<file path="config.mk">
export PLATFORM = sky130hd
export DESIGN_NAME = qed_dup_controller
export DESIGN_NICKNAME = d
export VERILOG_FILES = /design/src/rtl/qed_ctrl_pkg.sv /design/src/rtl/qed_cnt_pair.sv /design/src/rtl/qed_dup_controller.sv
export SDC_FILE = /design/constraint.sdc
export NUM_CORES = 1
export LEC_CHECK = 0
export BUFFER_PORTS_ARGS = -buffer_cell sky130_fd_sc_hd__buf_4
export CORE_UTILIZATION = 45
export CTS_CLUSTER_DIAMETER = 150
export DETAILED_ROUTE_END_ITERATION = 10
export GPL_ROUTABILITY_DRIVEN = 0
export GPL_TIMING_DRIVEN = 1
export SKIP_CTS_REPAIR_TIMING = 1
export SYNTH_ARGS = -nofsm -noshare
export SYNTH_HDL_FRONTEND = slang
export SYNTH_SLANG_ARGS = --single-unit
export TNS_END_PERCENT = 5
</file>
<file path="constraint.sdc">
create_clock -name clk -period 5.5 [get_ports clk]
set_input_delay 0 -clock clk [delete_from_list [all_inputs] [get_ports clk]]
set_output_delay 0 -clock clk [all_outputs]
set_load 0.02 [all_outputs]
</file>
<file path="src/rtl/qed_ctrl_pkg.sv">
// Shared types and constants for the QED duplication sequencer.
package qed_ctrl_pkg;

  localparam int unsigned QED_DEPTH_DEF = 8;
  localparam logic [15:0] WD_LIMIT      = 16'hFFFF;

  typedef enum logic [2:0] {
    IDLE  = 3'd0,
    ORIG  = 3'd1,
    DUP   = 3'd2,
    DRAIN = 3'd3,
    CHECK = 3'd4
  } qed_state_e;

endpackage

</file>
<file path="src/rtl/qed_cnt_pair.sv">
// Issue/commit counter pair; issue saturates at iss_lim, commit saturates at the issue count.
module qed_cnt_pair #(
  parameter int unsigned CNT_W = 4
) (
  input  logic             clk,
  input  logic             rst,
  input  logic             clr,
  input  logic             iss_inc,
  input  logic [CNT_W-1:0] iss_lim,
  input  logic             cmt_inc,
  output logic [CNT_W-1:0] iss,
  output logic [CNT_W-1:0] iss_nxt_c,
  output logic [CNT_W-1:0] cmt_nxt_c,
  output logic             ovf_c
);

  logic [CNT_W-1:0] cmt;

  // A same-cycle issue makes a same-cycle commit of that instruction legal.
  always_comb begin
    iss_nxt_c = iss;
    cmt_nxt_c = cmt;
    ovf_c     = 1'b0;
    if (iss_inc && (iss < iss_lim)) iss_nxt_c = iss + CNT_W'(1);
    if (cmt_inc) begin
      if (cmt >= iss_nxt_c) ovf_c = 1'b1;
      else                  cmt_nxt_c = cmt + CNT_W'(1);
    end
  end

  always_ff @(posedge clk) begin
    if (!rst || clr) begin
      iss <= '0;
      cmt <= '0;
    end else begin
      iss <= iss_nxt_c;
      cmt <= cmt_nxt_c;
    end
  end

endmodule

</file>
<file path="src/rtl/qed_dup_controller.sv">
// QED duplication sequencer: issues a window of originals, replays duplicates, drains, checks.
// Optional idle watchdog on qed_err when QED_WATCHDOG_EN is defined.
module qed_dup_controller
  import qed_ctrl_pkg::*;
#(
  parameter int unsigned QED_DEPTH = QED_DEPTH_DEF,
  parameter int unsigned CNT_W     = $clog2(QED_DEPTH + 1)
) (
  input  logic             clk,
  input  logic             rst,
  input  logic             ena,
  input  logic             stall_IF,
  input  logic             fetch_fire,
  input  logic             qic_vld,
  input  logic             dup_req,
  input  logic             commit_vld,
  input  logic             commit_is_dup,
  output logic             exec_dup,
  output logic             qed_ena,
  output logic             fetch_hold,
  output logic             qed_check,
  output logic             qed_err,
  output logic [CNT_W-1:0] orig_cnt
);

  localparam logic [CNT_W-1:0] DEPTH = CNT_W'(QED_DEPTH);

  qed_state_e       state;
  logic [CNT_W-1:0] orig_iss_nxt_c, orig_cmt_nxt_c;
  logic [CNT_W-1:0] dup_iss, dup_iss_nxt_c, dup_cmt_nxt_c;
  logic             orig_ovf_c, dup_ovf_c;
  logic             busy_c, clr_c, full_c, switch_c, err_c, wd_c;

  assign busy_c   = (state == ORIG) || (state == DUP) || (state == DRAIN);
  assign clr_c    = (state == IDLE) || (state == CHECK) || !ena;
  assign full_c   = (orig_iss_nxt_c == DEPTH);
  assign switch_c = (dup_req || full_c) && (orig_iss_nxt_c != '0) && !stall_IF;
  assign err_c    = orig_ovf_c || dup_ovf_c || wd_c ||
                    ((state == DUP) && fetch_fire && !qic_vld);

  qed_cnt_pair #(.CNT_W(CNT_W)) u_orig (
    .clk       (clk),
    .rst       (rst),
    .clr       (clr_c),
    .iss_inc   ((state == ORIG) && fetch_fire),
    .iss_lim   (DEPTH),
    .cmt_inc   (busy_c && commit_vld && !commit_is_dup),
    .iss       (orig_cnt),
    .iss_nxt_c (orig_iss_nxt_c),
    .cmt_nxt_c (orig_cmt_nxt_c),
    .ovf_c     (orig_ovf_c)
  );

  // Duplicates can never outnumber the originals they replay.
  qed_cnt_pair #(.CNT_W(CNT_W)) u_dup (
    .clk       (clk),
    .rst       (rst),
    .clr       (clr_c),
    .iss_inc   ((state == DUP) && fetch_fire && qic_vld),
    .iss_lim   (orig_cnt),
    .cmt_inc   (busy_c && commit_vld && commit_is_dup),
    .iss       (dup_iss),
    .iss_nxt_c (dup_iss_nxt_c),
    .cmt_nxt_c (dup_cmt_nxt_c),
    .ovf_c     (dup_ovf_c)
  );

`ifdef QED_WATCHDOG_EN
  logic [15:0] idle_cnt;

  always_ff @(posedge clk) begin
    if (!rst || !((state == DUP) || (state == DRAIN)) || fetch_fire || commit_vld)
      idle_cnt <= '0;
    else if (idle_cnt != WD_LIMIT)
      idle_cnt <= idle_cnt + 16'd1;
  end

  assign wd_c = (idle_cnt == WD_LIMIT);
`else
  assign wd_c = 1'b0;
`endif

  // Sequencer with registered outputs; exec_dup only moves while fetch is not stalled.
  always_ff @(posedge clk) begin
    if (!rst) begin
      state      <= IDLE;
      exec_dup   <= 1'b0;
      qed_ena    <= 1'b0;
      fetch_hold <= 1'b0;
      qed_check  <= 1'b0;
      qed_err    <= 1'b0;
    end else if ((state != IDLE) && !ena) begin
      state      <= IDLE;
      exec_dup   <= 1'b0;
      qed_ena    <= 1'b0;
      fetch_hold <= 1'b0;
      qed_check  <= 1'b0;
    end else begin
      qed_check <= 1'b0;
      if (err_c) qed_err <= 1'b1;
      case (state)
        IDLE: begin
          if (ena) begin
            state   <= ORIG;
            qed_ena <= 1'b1;
          end
        end
        ORIG: begin
          if (switch_c) begin
            state      <= DUP;
            exec_dup   <= 1'b1;
            fetch_hold <= 1'b0;
          end else begin
            fetch_hold <= full_c;
          end
        end
        DUP: begin
          if ((dup_iss_nxt_c == orig_cnt) && !stall_IF) begin
            state      <= DRAIN;
            exec_dup   <= 1'b0;
            fetch_hold <= 1'b1;
          end
        end
        DRAIN: begin
          if ((orig_cmt_nxt_c == orig_cnt) && (dup_cmt_nxt_c == dup_iss)) begin
            state     <= CHECK;
            qed_check <= 1'b1;
          end
        end
        CHECK: begin
          state      <= ORIG;
          fetch_hold <= 1'b0;
        end
        default: begin
          state      <= IDLE;
          exec_dup   <= 1'b0;
          qed_ena    <= 1'b0;
          fetch_hold <= 1'b0;
        end
      endcase
    end
  end

endmodule

</file>
### Yosys cells after proc, flatten, opt, wreduce, memory -nomap -nowiden

Cells that the tools add are included.

* memory bits (read-only): 0
* register bits after elaboration: 24
* memories: 0
* bits in writable memories: 0
* latch bits: 0
* input bits: 9

* muxes and demuxes: 24
* multipliers: 0
* shifts and indexed selects: 0
* order comparisons: 4
* reduce and logical (&&, ||, !) cells: 40
* divide/modulo/power cells: 0
* bitwise logic cells: 6
* add/sub/neg operators: 4
* eq/ne operators: 12

Operators with widths (number)
* $mux 4: 6
* $add 4x1->4 const B: 4
* $pmux 3 s5: 1
* $logic_and 1x1->1: 14
* $eq 4x4->1: 3
* $mux 3: 4
* $mux 1: 10
* $ge 4x4->1: 2
* $logic_or 1x1->1: 8
* $eq 3x2->1 const B: 2
* $not 1->1: 6
* $pmux 1 s3: 2
* $reduce_and 2->1: 3
* $reduce_or 3->1: 2
* $logic_not 1->1: 5
* $eq 4x4->1 const B: 1
* $lt 4x4->1: 1
* $lt 4x4->1 const B: 1
* $ne 2x1->1 const B: 2
* $ne 2x2->1 const B: 2
* $reduce_and 4->1: 1
* $reduce_bool 4->1: 1
* $reduce_or 2->1: 2
* $reduce_or 4->1: 1
* 6 further kinds: 6

### Depth between registers and ports, before layout

Gate-level depths: netlist of the first run.

* depth in word-level cells: 12
* mapped depth: 18
* mapped depth without buffers: 16

### Hierarchy

From an unflattened synthesis of the first run, not the netlist that was laid out.

* cell total of the unflattened synthesis: 217
* area total of the unflattened synthesis: 1835.5 um2

By module, submodules not included
* qed_cnt_pair: cells an instance 67, area each 588.1 um2, instances 2, seq. area each 160.2 um2
* qed_dup_controller: cells an instance 83, area each 659.4 um2, instances 1, seq. area each 160.2 um2

### Worst setup path before layout of the first run

No wires, ideal clock.

* kind: reg-to-reg
* start: register u_orig.iss[1]
* end: register qed_check
* path slack: 1.434 ns
* setup time: 0.115 ns
* data arrival time: 3.950 ns
* period minus slack after synthesis: 4.066 ns
* cell stages (with the launch flop): 19
* path through: dfxtp_1 -> clkbuf_1 -> inv_1 -> ha_1 -> or3b_4 -> o2111a_4 -> nor2_1 -> xnor2_1 -> inv_1 -> ha_1 -> nor2b_1 -> maj3_1 -> nor3_1 -> o2111ai_2 -> and3_1 -> buf_6 -> a311oi_2 -> nor4_1 -> and3_1

* cells in the longest elaborated chain, start to end: 9

RTL lines
* from (decl): line qed_cnt_pair.sv:11 `output logic [CNT_W-1:0] iss,`
* from (signal assigned): line qed_cnt_pair.sv:36 `iss <= iss_nxt_c;`
* $lt 4x4->1: line qed_cnt_pair.sv:24 `if (iss_inc && (iss < iss_lim)) iss_nxt_c = iss + CNT_W'(1);`
* $logic_and 1x1->1: line qed_cnt_pair.sv:24
* $mux 4: line qed_cnt_pair.sv:24
* net dup_iss_nxt_c[0]: line qed_dup_controller.sv:30 `logic [CNT_W-1:0] dup_iss, dup_iss_nxt_c, dup_cmt_nxt_c;`
* $ge 4x4->1: line qed_cnt_pair.sv:26 `if (cmt >= iss_nxt_c) ovf_c = 1'b1;`
* $mux 4: line qed_cnt_pair.sv:26
* $mux 4: line qed_cnt_pair.sv:25 `if (cmt_inc) begin`
* $eq 4x4->1: line qed_dup_controller.sv:125 `if ((orig_cmt_nxt_c == orig_cnt) && (dup_cmt_nxt_c == dup_iss)) begin`
* $logic_and 1x1->1: line qed_dup_controller.sv:125
* $mux 1: line qed_dup_controller.sv:125
* to (signal assigned): line qed_dup_controller.sv:97 `qed_check <= 1'b0;`
* to (signal assigned): line qed_dup_controller.sv:99 `qed_check <= 1'b0;`
* to (signal assigned): line qed_dup_controller.sv:127 `qed_check <= 1'b1;`
* to (decl): line qed_dup_controller.sv:21 `output logic qed_check,`

The timed path passes the listed nets, and every way through them passes these cells.
A chain may end at the register's enable or synchronous reset.

### Worst setup path in the final report of the first run

* start: register u_orig.iss[1]
* end: register state[1]

* cells in the longest elaborated chain, start to end: 10

RTL lines
* $lt 4x4->1 *: line qed_cnt_pair.sv:24
* $logic_and 1x1->1 *: line qed_cnt_pair.sv:24
* $mux 4 *: line qed_cnt_pair.sv:24
* net dup_iss_nxt_c[0]: line qed_dup_controller.sv:30
* $ge 4x4->1: line qed_cnt_pair.sv:26
* $mux 4: line qed_cnt_pair.sv:26
* $mux 4: line qed_cnt_pair.sv:25
* $eq 4x4->1: line qed_dup_controller.sv:125
* $logic_and 1x1->1: line qed_dup_controller.sv:125
* $ne 2x1->1 (no source line)
* $reduce_and 4->1 (no source line) *
* to (signal assigned): line qed_dup_controller.sv:126 `state <= CHECK;`
* to (signal assigned): line qed_dup_controller.sv:131 `state <= ORIG;`
* to (signal assigned): line qed_dup_controller.sv:135 `state <= IDLE;`
* to (decl): line qed_dup_controller.sv:28 `qed_state_e state;`

Mark *: on every way through the listed nets, which the timed path passes. The rest lies on a longest branch.

==> results of run 1 <==
[cell families after synthesis]
kind of cell	Yosys count	synth area share [%]
xor gates and xnor gates	22	12.0
DFF	24	24.7
and+or+nand+nor	89	24.2
adders and majority gates	15	9.41
buffers and inverters	25	5.80
muxes	4	2.13
AOI/OAI and AO/OA	54	21.7
[worst max-delay path, delay by kind of cell, from the launching register on]
kind	cells	cell delay (ns)
simple gates	5	1.29
compound gates	5	1.18
fa+ha+maj	3	0.78
flops	1	0.55
xor+xnor	1	0.19
buf+inv	2	0.15
[flip-flops by register name, indices dropped and copies added (netlist names)]
| name | cells |
|---|---|
| exec_dup | 1 |
| fetch_hold | 1 |
| qed_check | 1 |
| qed_ena | 1 |
| qed_err | 1 |
| state | 3 |
| u_dup.cmt | 4 |
| u_dup.iss | 4 |
| u_orig.cmt | 4 |
| u_orig.iss | 4 |
[stage by stage]
stage / util (%) / area [µm²] / total power, mW
after CTS: 52.4 / 2120 / 0.356
after floorplan: - / 1940 / 0.227
final: 52.6 / 2130 / 0.350
after global routing: 52.6 / 2130 / 0.369
after global placement: 51.3 / 2080 / 0.247
after detailed placement: 51.3 / 2080 / 0.247
[cell usage after synthesis (2+ instances only)]
cell type  count  area [µm²]
nand2_1       11        41.3
a21oi_1       13        65.1
buf_6          2        22.5
xnor2_1       15         131
maj3_1         2        20.0
ha_1          13         163
xnor3_1        3        67.6
o21bai_1       2        15.0
nor2_1        28         105
nor2b_1        4        25.0
a31oi_1        7        43.8
nand4_1        3        18.8
a311oi_2       2        30.0
o41ai_1        3        26.3
or2_2          2        12.5
xor2_1         4        35.0
or3_1          2        12.5
inv_1         15        56.3
nand3_1        8        40.0
o21a_1         3        22.5
a32oi_1        2        17.5
o21ai_0        6        30.0
and2_1         2        12.5
nor3_1         9        45.0
nand3b_1       2        15.0
nor3b_1        2        15.0
mux2i_1        3        30.0
nand2b_1       6        37.5
o211ai_1       3        22.5
and3_1         3        18.8
dfxtp_1       24         480
clkbuf_1       7        26.3
[worst paths after layout]
check | start | to
min | ena | state[1]$_SDFFE_PP0P_
max reg2reg | u_orig.iss[1]$_SDFF_PP0_ | state[1]$_SDFFE_PP0P_
max | u_orig.iss[1]$_SDFF_PP0_ | state[1]$_SDFFE_PP0P_
min reg2reg | qed_err$_SDFFE_PN0P_ | qed_err$_SDFFE_PN0P_
[routing by layer]
metal / vias to the layer above / part of all wire (%) / track usage, % / wire (µm)
li1: 862 / - / - / -
met1: 790 / 49 / 26.8 / 2220
met2: 34 / 46 / 34.9 / 2040
met3: 8 / 3.3 / 4.39 / 146
met4: 0 / 1.8 / 6.65 / 80
met5: - / 0 / 0 / 0
[power breakdown]
part,leakage (nW),switching [mW],internal (mW)
Combinational,0.600,0.0328,0.0259
Sequential,0.194,0.00565,0.179
Clock,0.0216,0.0575,0.0491
[area by class of cell]
class / count / share of cell area [%]
Timing Repair Buffer: 19 / 6.80
Inverter: 15 / 2.64
Clock buffer: 3 / 1.93
Tap cell: 50 / 2.93
Multi-Input combinational cell: 184 / 63.2
Sequential cell: 24 / 22.5
==> impl_results.md, run 1 <==
* Clock sink total at 24
* Core Area at 0.00406 mm²
* Nets at 269
* Clk slew on worst S/H paths at 0.09 ns
* Max clock buf depth at 2
* Number of global-route vias before repair at 1,477
* Max Slew Vio Count at 0
* HPWL Detailed at 3500 µm
* Vias/cell at 5.74
* Most frequent cells in the layout: nor2_1, dfxtp_1, buf_4
* IO Count at 18
* Final setup vio count at 0
* Crit path launch type: flop
* Critical Path Fanout Max at 9
* Antenna Cells at 0
* DRT Wirelength at 4490 µm
* Seq cells post-synth at 24
* Setup TNS at 0 ns
* Initial antenna violation count at 0
* Req. time, crit path at 5.64 ns
* Initial Utilization at 47.9%
* Synthesized cell area at 0.00194 mm²
* Pre-antenna DRT Iters at 4
* Buffers on Ports at 17
* Cell count after synthesis at 233
* Synth cell types at 54
* FF-to-FF path depth at 16
* ANT nets after route at 0
* # rows at 23
* Setup crit end kind: flop
* Synth warn at 0
* Max Fclk at 234 MHz
* Largest net degree at the start of global routing at 17
* Syn Nets at 255
* Filler instances at 403
* Multi-input logic area at 0.00135 mm²
* DRT iter0 DRCs at 71
* Critical path cell sequence: inv_1 > ha_1 > or3b_4 > o2111a_4 > nor2_1 > xnor2_1 > inv_1 > ha_1 > nor2b_1 > maj3_1 > nand3_1 > a32oi_1 > and3_1 > a311oi_2 > o41ai_1 > a211oi_2
* Clock Skew at 0.00608 ns
* Routed len/inst at 15.2 µm
* Die ar. at 0.00458 mm²
* Hold Crit Class: input port to flop
* Dpl cells at 291
* CTS tree: built
* Post-synthesis sequential area ratio at 24.7%
* CP max-delay cell: dfxtp_1
* RSZ-0062 raised after global routing: false
* Top_reg_cell synth: dfxtp_1
* Worst relative slew slack at 61.8%
* Die height at 67.7 µm
* Pre-CTS setup slack at 1.27 ns
* Vias after detailed routing at 1,694
* Pleak at 0.815 nW
* Synth Area per Inst at 8.33 µm²
* Final period utilization at 77.6%
* Post-synth EDFFs at 0
* Kind of critical path: flop to flop
* Clk_lat worst skew at 0.27 ns
* FF/Latch Area at 480 µm²
* FF-to-FF setup slack at 1.23 ns
* Slowest stage delay, CP at 0.55 ns
* Setup ws final at 1.23 ns
* Layout cells sized above 1 at 13.5%
* Worst EP arrival at 4.41 ns
* Worst vdd ir at 111 µV
* Root Buffer: clkbuf_8
* Number of remaining DRC errors at 0
* Power density cells at 164 mW/mm²
* Post-synthesis async set-or-reset flop share at 0%
* Max Cap Violations at 0
* Post-layout min period at 4.27 ns
* Final Hold Viols at 0
* Worst slew pin tran at 0.569 ns
* Worst Hold Path Cells at 3
* Gr usage total at 21.0%
* Chip Width at 67.7 µm
* Layout Area Growth over Synthesis at 9.92%
* Finished Layout Cells at 295
* First-pass GRT wire length at 7020 µm
* Grt ovf at 0
* Inserted Clock Buffers at 3
* H-Tree Depth at 1
* Status: finished clean
* Fin Hold WS at 0.0268 ns
* Most common cell after layout, fill and taps aside: nor2_1
No activity file was read; power rests on OpenSTA's default activity.
==> run 2: changes to the inputs <==
- clock period: 5.5 -> 4.26 ns (I/O delays scaled with it)
==> run 2 against run 1 <==
Die area unchanged. Maximum frequency increased by 8.5%. Worst setup slack got worse by 0.90 ns. Utilization increased by 2.1 points. Total power increased by 36%. Final cell count increased by 3.4%. Flip-flop and latch count unchanged. Sequential power increased by 29%. Count of clock-buffer cells in the layout increased by 1. Critical path depth decreased by 1. Combinational power increased by 36%. Global-route usage increased by 1.2 points. Highest routed layer unchanged.
==> impl_results.md, run 2 (synthesis gave the netlist of run 1 again) <==
* Status: finished clean
* H-Tree Depth at 1 (unchanged)
* # rows at 23 (unchanged)
* Net Switching at 0.128 mW (+33%)
* CP Launch Point: u_dup.iss[1]$_SDFF_PP0_
* Req. time, crit path at 4.41 ns (-1.23 ns)
* Number of remaining DRC errors at 0 (unchanged)
* Chip Width at 67.7 µm (unchanged)
* Largest net degree at the start of global routing at 17 (unchanged)
* Max Slew Vio Count at 0 (unchanged)
* Worst vdd ir at 156 µV (+41%)
* Sequential power share at 49.8% (-3.0 points)
* R2r startpoint: u_dup.iss[1]$_SDFF_PP0_
* Max clock buf depth at 2 (unchanged)
* Critical Path Fanout Max at 6 (-3)
* Hold Crit Class: input port to flop
* Crit path launch type: flop
* Vias/cell at 5.53 (-3.7%)
* Clock Power Share at 33.5% (+3.1 points)
* Nets at 278 (+3.3%)
* Hold Crit Start: ena
* Inserted Clock Buffers at 3 (unchanged)
* Final setup vio count at 0 (unchanged)
* Cell-internal power at 0.350 mW (+38%)
* IO Count at 18 (unchanged)
* Fin util at 54.7% (+2.1 points)
* Core Area at 0.00406 mm² (unchanged)
* Pleak at 0.867 nW (+6.3%)
* Most frequent cells in the layout: nor2_1, buf_4, dfxtp_1
* Clock Skew at 0.00252 ns (-0.00356 ns)
* Die ar. at 0.00458 mm² (unchanged)
* Clk_lat worst skew at 0.27 ns (about the same)
* Antenna Cells at 0 (unchanged)
* Layout cells sized above 1 at 17.3% (+3.8 points)
* Die height at 67.7 µm (unchanged)
* Buffers on Ports at 17 (unchanged)
* Slowest stage delay, CP at 0.40 ns (-0.15 ns)
* RSZ-0062 raised after global routing: false
* Max Cap Violations at 0 (unchanged)
* Final Hold Viols at 0 (unchanged)
* Critical path cell sequence: ha_1 > or3b_4 > o2111a_4 > nor2_2 > xnor2_1 > inv_1 > ha_1 > nor2b_1 > maj3_1 > nand3_1 > a32oi_1 > and3_1 > a311oi_2 > o41ai_1 > a211oi_2
* Clk slew on worst S/H paths at 0.09 ns (about the same)
* Kind of critical path: flop to flop
* ANT nets after route at 0 (unchanged)
* DRT iter0 DRCs at 82 (+15%)
* HPWL Detailed at 3690 µm (+5.4%)
* DRT Wirelength at 4640 µm (+3.5%)
* First-pass GRT wire length at 7510 µm (+7.0%)
* Power density cells at 215 mW/mm² (+31%)
* Gr usage total at 22.2% (+1.2 points)
* Setup TNS at 0 ns (unchanged)
* Initial Utilization at 47.9% (unchanged)
* Pre-antenna DRT Iters at 4 (unchanged)
* Routed len/inst at 15.2 µm (+0.11%)
* Logic gate share of total power at 16.7% (about the same)
* Clock sink total at 24 (unchanged)
* Post-layout min period at 3.93 ns (-0.336 ns)
* Fin Hold WS at 0.0167 ns (-0.0101 ns)
* Worst EP arrival at 4.09 ns (-0.32 ns)
* Number of global-route vias before repair at 1,573 (+6.5%)
* Worst relative slew slack at 59.8% (-2.0 points)
* CTS tree: built
* Root Buffer: clkbuf_8
* Vias after detailed routing at 1,686 (-0.47%)
* Max Fclk at 254 MHz (+8.5%)
* CP max-delay cell: dfxtp_1
* Sw Ratio at 26.7% (-0.71 points)
* Setup crit end kind: flop
* Layout Area Growth over Synthesis at 14.2%
* Final period utilization at 92.3% (+15 points)
* Initial antenna violation count at 0 (unchanged)
* CP dominant cell by count: ha_1
* Worst slew pin tran at 0.598 ns (+0.0290 ns)
* Grt ovf at 0 (unchanged)
[run 2: changes by cell type in the layout (fill, tap and decap cells not counted), sizes merged]
cell | before | now
clkbuf | 3 | 4
buf | 18 | 27
[run 2: final timing paths]
kind / slack, ns / cells past startpoint / to
worst min register to register: 0.46 / 2 / qed_err$_SDFFE_PN0P_
worst max-delay path: 0.33 / 15 / state[1]$_SDFFE_PP0P_
worst min-delay path: 0.02 / 3 / state[1]$_SDFFE_PP0P_
worst max register to register: 0.33 / 15 / state[1]$_SDFFE_PP0P_
[run 2: power groups by stage]
stage | registers [mW] | clock network, mW | logic [mW]
2_1_floorplan | 0.250 | 0 | 0.0430
3_3_place_gp | 0.243 | 0 | 0.0797
3_5_place_dp | 0.243 | 0 | 0.0795
4_1_cts | 0.238 | 0.167 | 0.0799
5_1_grt | 0.239 | 0.176 | 0.0894
6_report | 0.238 | 0.160 | 0.0799
[run 2: routing by layer]
| metal | routed length, µm | part of all wire (%) | track usage [%] | up-vias |
|---|---|---|---|---|
| met2 | 2220 | 48 | 37.6 | 26 |
| met3 | 120 | 2.6 | 4.05 | 2 |
| met4 | 24 | 0.52 | 3.99 | 0 |
| met1 | 2270 | 49 | 29.2 | 778 |
| li1 | - | - | - | 880 |
| met5 | 0 | 0 | 0 | - |
[run 2: worst max-delay path: cells and delay by family (launching register included)]
| family | cells | cell delay [ns] |
|---|---|---|
| AOI/OAI and AO/OA | 5 | 1.21 |
| buffers and inverters | 1 | 0.06 |
| and+or+nand+nor | 5 | 1.21 |
| DFF | 1 | 0.40 |
| adders and majority gates | 3 | 0.76 |
| xor gates and xnor gates | 1 | 0.17 |
[run 2: final cells by class]
type / count / area, µm²
Fill cell: 404 / 1840
Multi-Input combinational cell: 184 / 1350
Sequential cell: 24 / 480
Timing Repair Buffer: 28 / 213
Tap cell: 50 / 62.6
Inverter: 15 / 56.3
Clock buffer: 4 / 55.1
[run 2: per-stage QoR]
stage	setup WS (ns)	cell area, µm²	std cells	power (mW)
after global routing	0.0136	2220	305	0.505
after global placement	0.334	2150	300	0.323
after CTS	0.230	2210	304	0.485
after floorplan	0.194	1940	233	0.293
after detailed placement	0.257	2150	300	0.323
final	0.327	2220	305	0.478
==> run 3: changes to the inputs <==
- CORE_UTILIZATION: 45 -> 40
- clock period: 4.26 -> 4.2 ns (I/O delays scaled with it)
==> run 3 against run 2 <==
Total power up 1.5%. Register-to-register slack about the same. Critical endpoint unchanged. Critical path type unchanged. Utilization down 4.7 points. Worst setup slack worse by 0.0023 ns. Clock power about the same. Flip-flop and latch count unchanged. Die area up 12%. Routed wire length up 2.7%. Clock skew up 0.00058 ns. Highest routed layer unchanged.
==> impl_results.md, run 3 (synthesis gave the netlist of run 1 again) <==
* Status: finished clean
* Power density cells at 215 mW/mm² (about the same)
* Inserted Clock Buffers at 3 (unchanged)
* # rows at 24 (+4.3%)
* Final period utilization at 92.3% (about the same)
* Setup crit end kind: flop
* Crit path launch type: flop
* Pre-antenna DRT Iters at 4 (unchanged)
* Max Cap Violations at 0 (unchanged)
* Critical Path Fanout Max at 6 (unchanged)
* Max clock buf depth at 2 (unchanged)
* Die ar. at 0.00514 mm² (+12%)
* Initial antenna violation count at 0 (unchanged)
* ANT nets after route at 0 (unchanged)
* Hold Crit Class: input port to flop
* Nets at 281 (+1.1%)
* Chip Width at 71.7 µm (+5.9%)
* WP buf/inv at 1 (unchanged)
* Root Buffer: clkbuf_8
* Final Hold Viols at 0 (unchanged)
* IO Count at 18 (unchanged)
* Layout Area Growth over Synthesis at 16.0%
* Number of global-route vias before repair at 1,701 (+8.1%)
* Initial Utilization at 43.1% (-4.7 points)
* Post-layout min period at 3.88 ns (-0.0577 ns)
* Slowest stage delay, CP at 0.39 ns (about the same)
* Kind of critical path: flop to flop
* Routed len/inst at 15.4 µm (+1.0%)
* Worst EP arrival at 4.03 ns (-0.06 ns)
* Pleak at 0.884 nW (+1.9%)
* CP max-delay cell: dfxtp_1
* Core Area at 0.00450 mm² (+11%)
* HPWL Detailed at 3830 µm (+3.9%)
* Antenna Cells at 0 (unchanged)
* Clock Skew at 0.00310 ns (+0.000579 ns)
* Worst vdd ir at 150 µV (-4.2%)
* Clk_lat worst skew at 0.27 ns (about the same)
* Fin Hold WS at 0.0226 ns (+0.00592 ns)
* Vias after detailed routing at 1,745 (+3.5%)
* FF/Latch Area at 480 µm² (unchanged)
* Gr usage total at 20.3% (-1.9 points)
* CP dominant cell by count: ha_1
* Die height at 71.7 µm (+5.9%)
* Buffers on Ports at 17 (unchanged)
* Layout cells sized above 1 at 19.0% (+1.7 points)
* H-Tree Depth at 1 (unchanged)
* Critical path cell sequence: ha_1 > or3b_4 > o2111a_4 > nor2_2 > xnor2_1 > inv_1 > ha_1 > nor2b_1 > maj3_1 > nor3_1 > o2111ai_2 > a31oi_1 > a311oi_2 > o41ai_1 > a211oi_2
* Most frequent cells in the layout: buf_4, nor2_1, dfxtp_1
* CTS tree: built
* Clk slew on worst S/H paths at 0.08 ns (about the same)
* Clock sink total at 24 (unchanged)
* Req. time, crit path at 4.35 ns (-0.06 ns)
* Setup TNS at 0 ns (unchanged)
* Multi-input logic area at 0.00136 mm² (+0.65%)
* DRT Wirelength at 4770 µm (+2.7%)
* Max Fclk at 258 MHz (+1.5%)
* Largest delay contributor family on the critical path: compound AO/OA/AOI/OAI gates
* Max Slew Vio Count at 0 (unchanged)
* Final setup vio count at 0 (unchanged)
* First-pass GRT wire length at 8210 µm (+9.3%)
* RSZ-0062 raised after global routing: false
* DRT iter0 DRCs at 79 (-3.7%)
* Worst relative slew slack at 68.5% (+8.7 points)
* Grt ovf at 0 (unchanged)
* Vias/cell at 5.63 (+1.8%)
* Number of remaining DRC errors at 0 (unchanged)
* Most common cell after layout, fill and taps aside: buf_4
* Largest net degree at the start of global routing at 17 (unchanged)
* Filler instances at 451 (+12%)
* Worst slew pin tran at 0.470 ns (-0.128 ns)
run 3: changes by cell type in the layout (fill, tap and decap cells not counted), sizes merged:
cell	before	now
buf	27	30
run 3: path summary, 6_finish.rpt:
check	cells after the start	start	end	slack, ns
max	15	u_dup.iss[1]$_SDFF_PP0_	state[1]$_SDFFE_PP0P_	0.32
min	3	ena	state[1]$_SDFFE_PP0P_	0.02
max reg2reg	15	u_dup.iss[1]$_SDFF_PP0_	state[1]$_SDFFE_PP0P_	0.32
min reg2reg	2	qed_err$_SDFFE_PN0P_	qed_err$_SDFFE_PN0P_	0.47
run 3: report_power, final:
part / switching (mW) / total, mW / internal, mW
sequential: 0.00521 / 0.240 / 0.235
combinational: 0.0466 / 0.0846 / 0.0380
clock: 0.0766 / 0.161 / 0.0839
total: 0.128 / 0.485 / 0.357
run 3: final cells by class:
type,count,area share [%]
clock buffers,4,2.44
inverters,15,2.50
multi-input cells,184,60.4
flip-flops and latches,24,21.3
well taps,52,2.89
repair buffers,31,10.4
run 3: through the flow:
stage	utilization, %	cell area [µm²]	total power [mW]	worst slack, ns	instances
after global routing	50.0	2250	0.510	0.0413	310
after global placement	48.3	2180	0.330	0.320	305
after floorplan	-	1940	0.297	0.134	233
after CTS	49.5	2230	0.493	0.136	309
after detailed placement	48.3	2180	0.329	0.195	305
final	50.0	2250	0.485	0.324	310
run 3: worst reg2reg max path: cells and delay by family (launching register included):
family	cells	cell delay [ns]
buf+inv	1	0.08
compound gates	6	1.29
xor+xnor	1	0.18
simple gates	4	0.91
fa+ha+maj	3	0.92
flops	1	0.39
run 3: metal layers:
layer	up-vias	wire length (µm)	track usage [%]
met4	0	30	3.27
met2	33	2230	34.3
met5	-	0	0
met3	4	152	3.38
li1	891	-	-
met1	817	2350	27.8
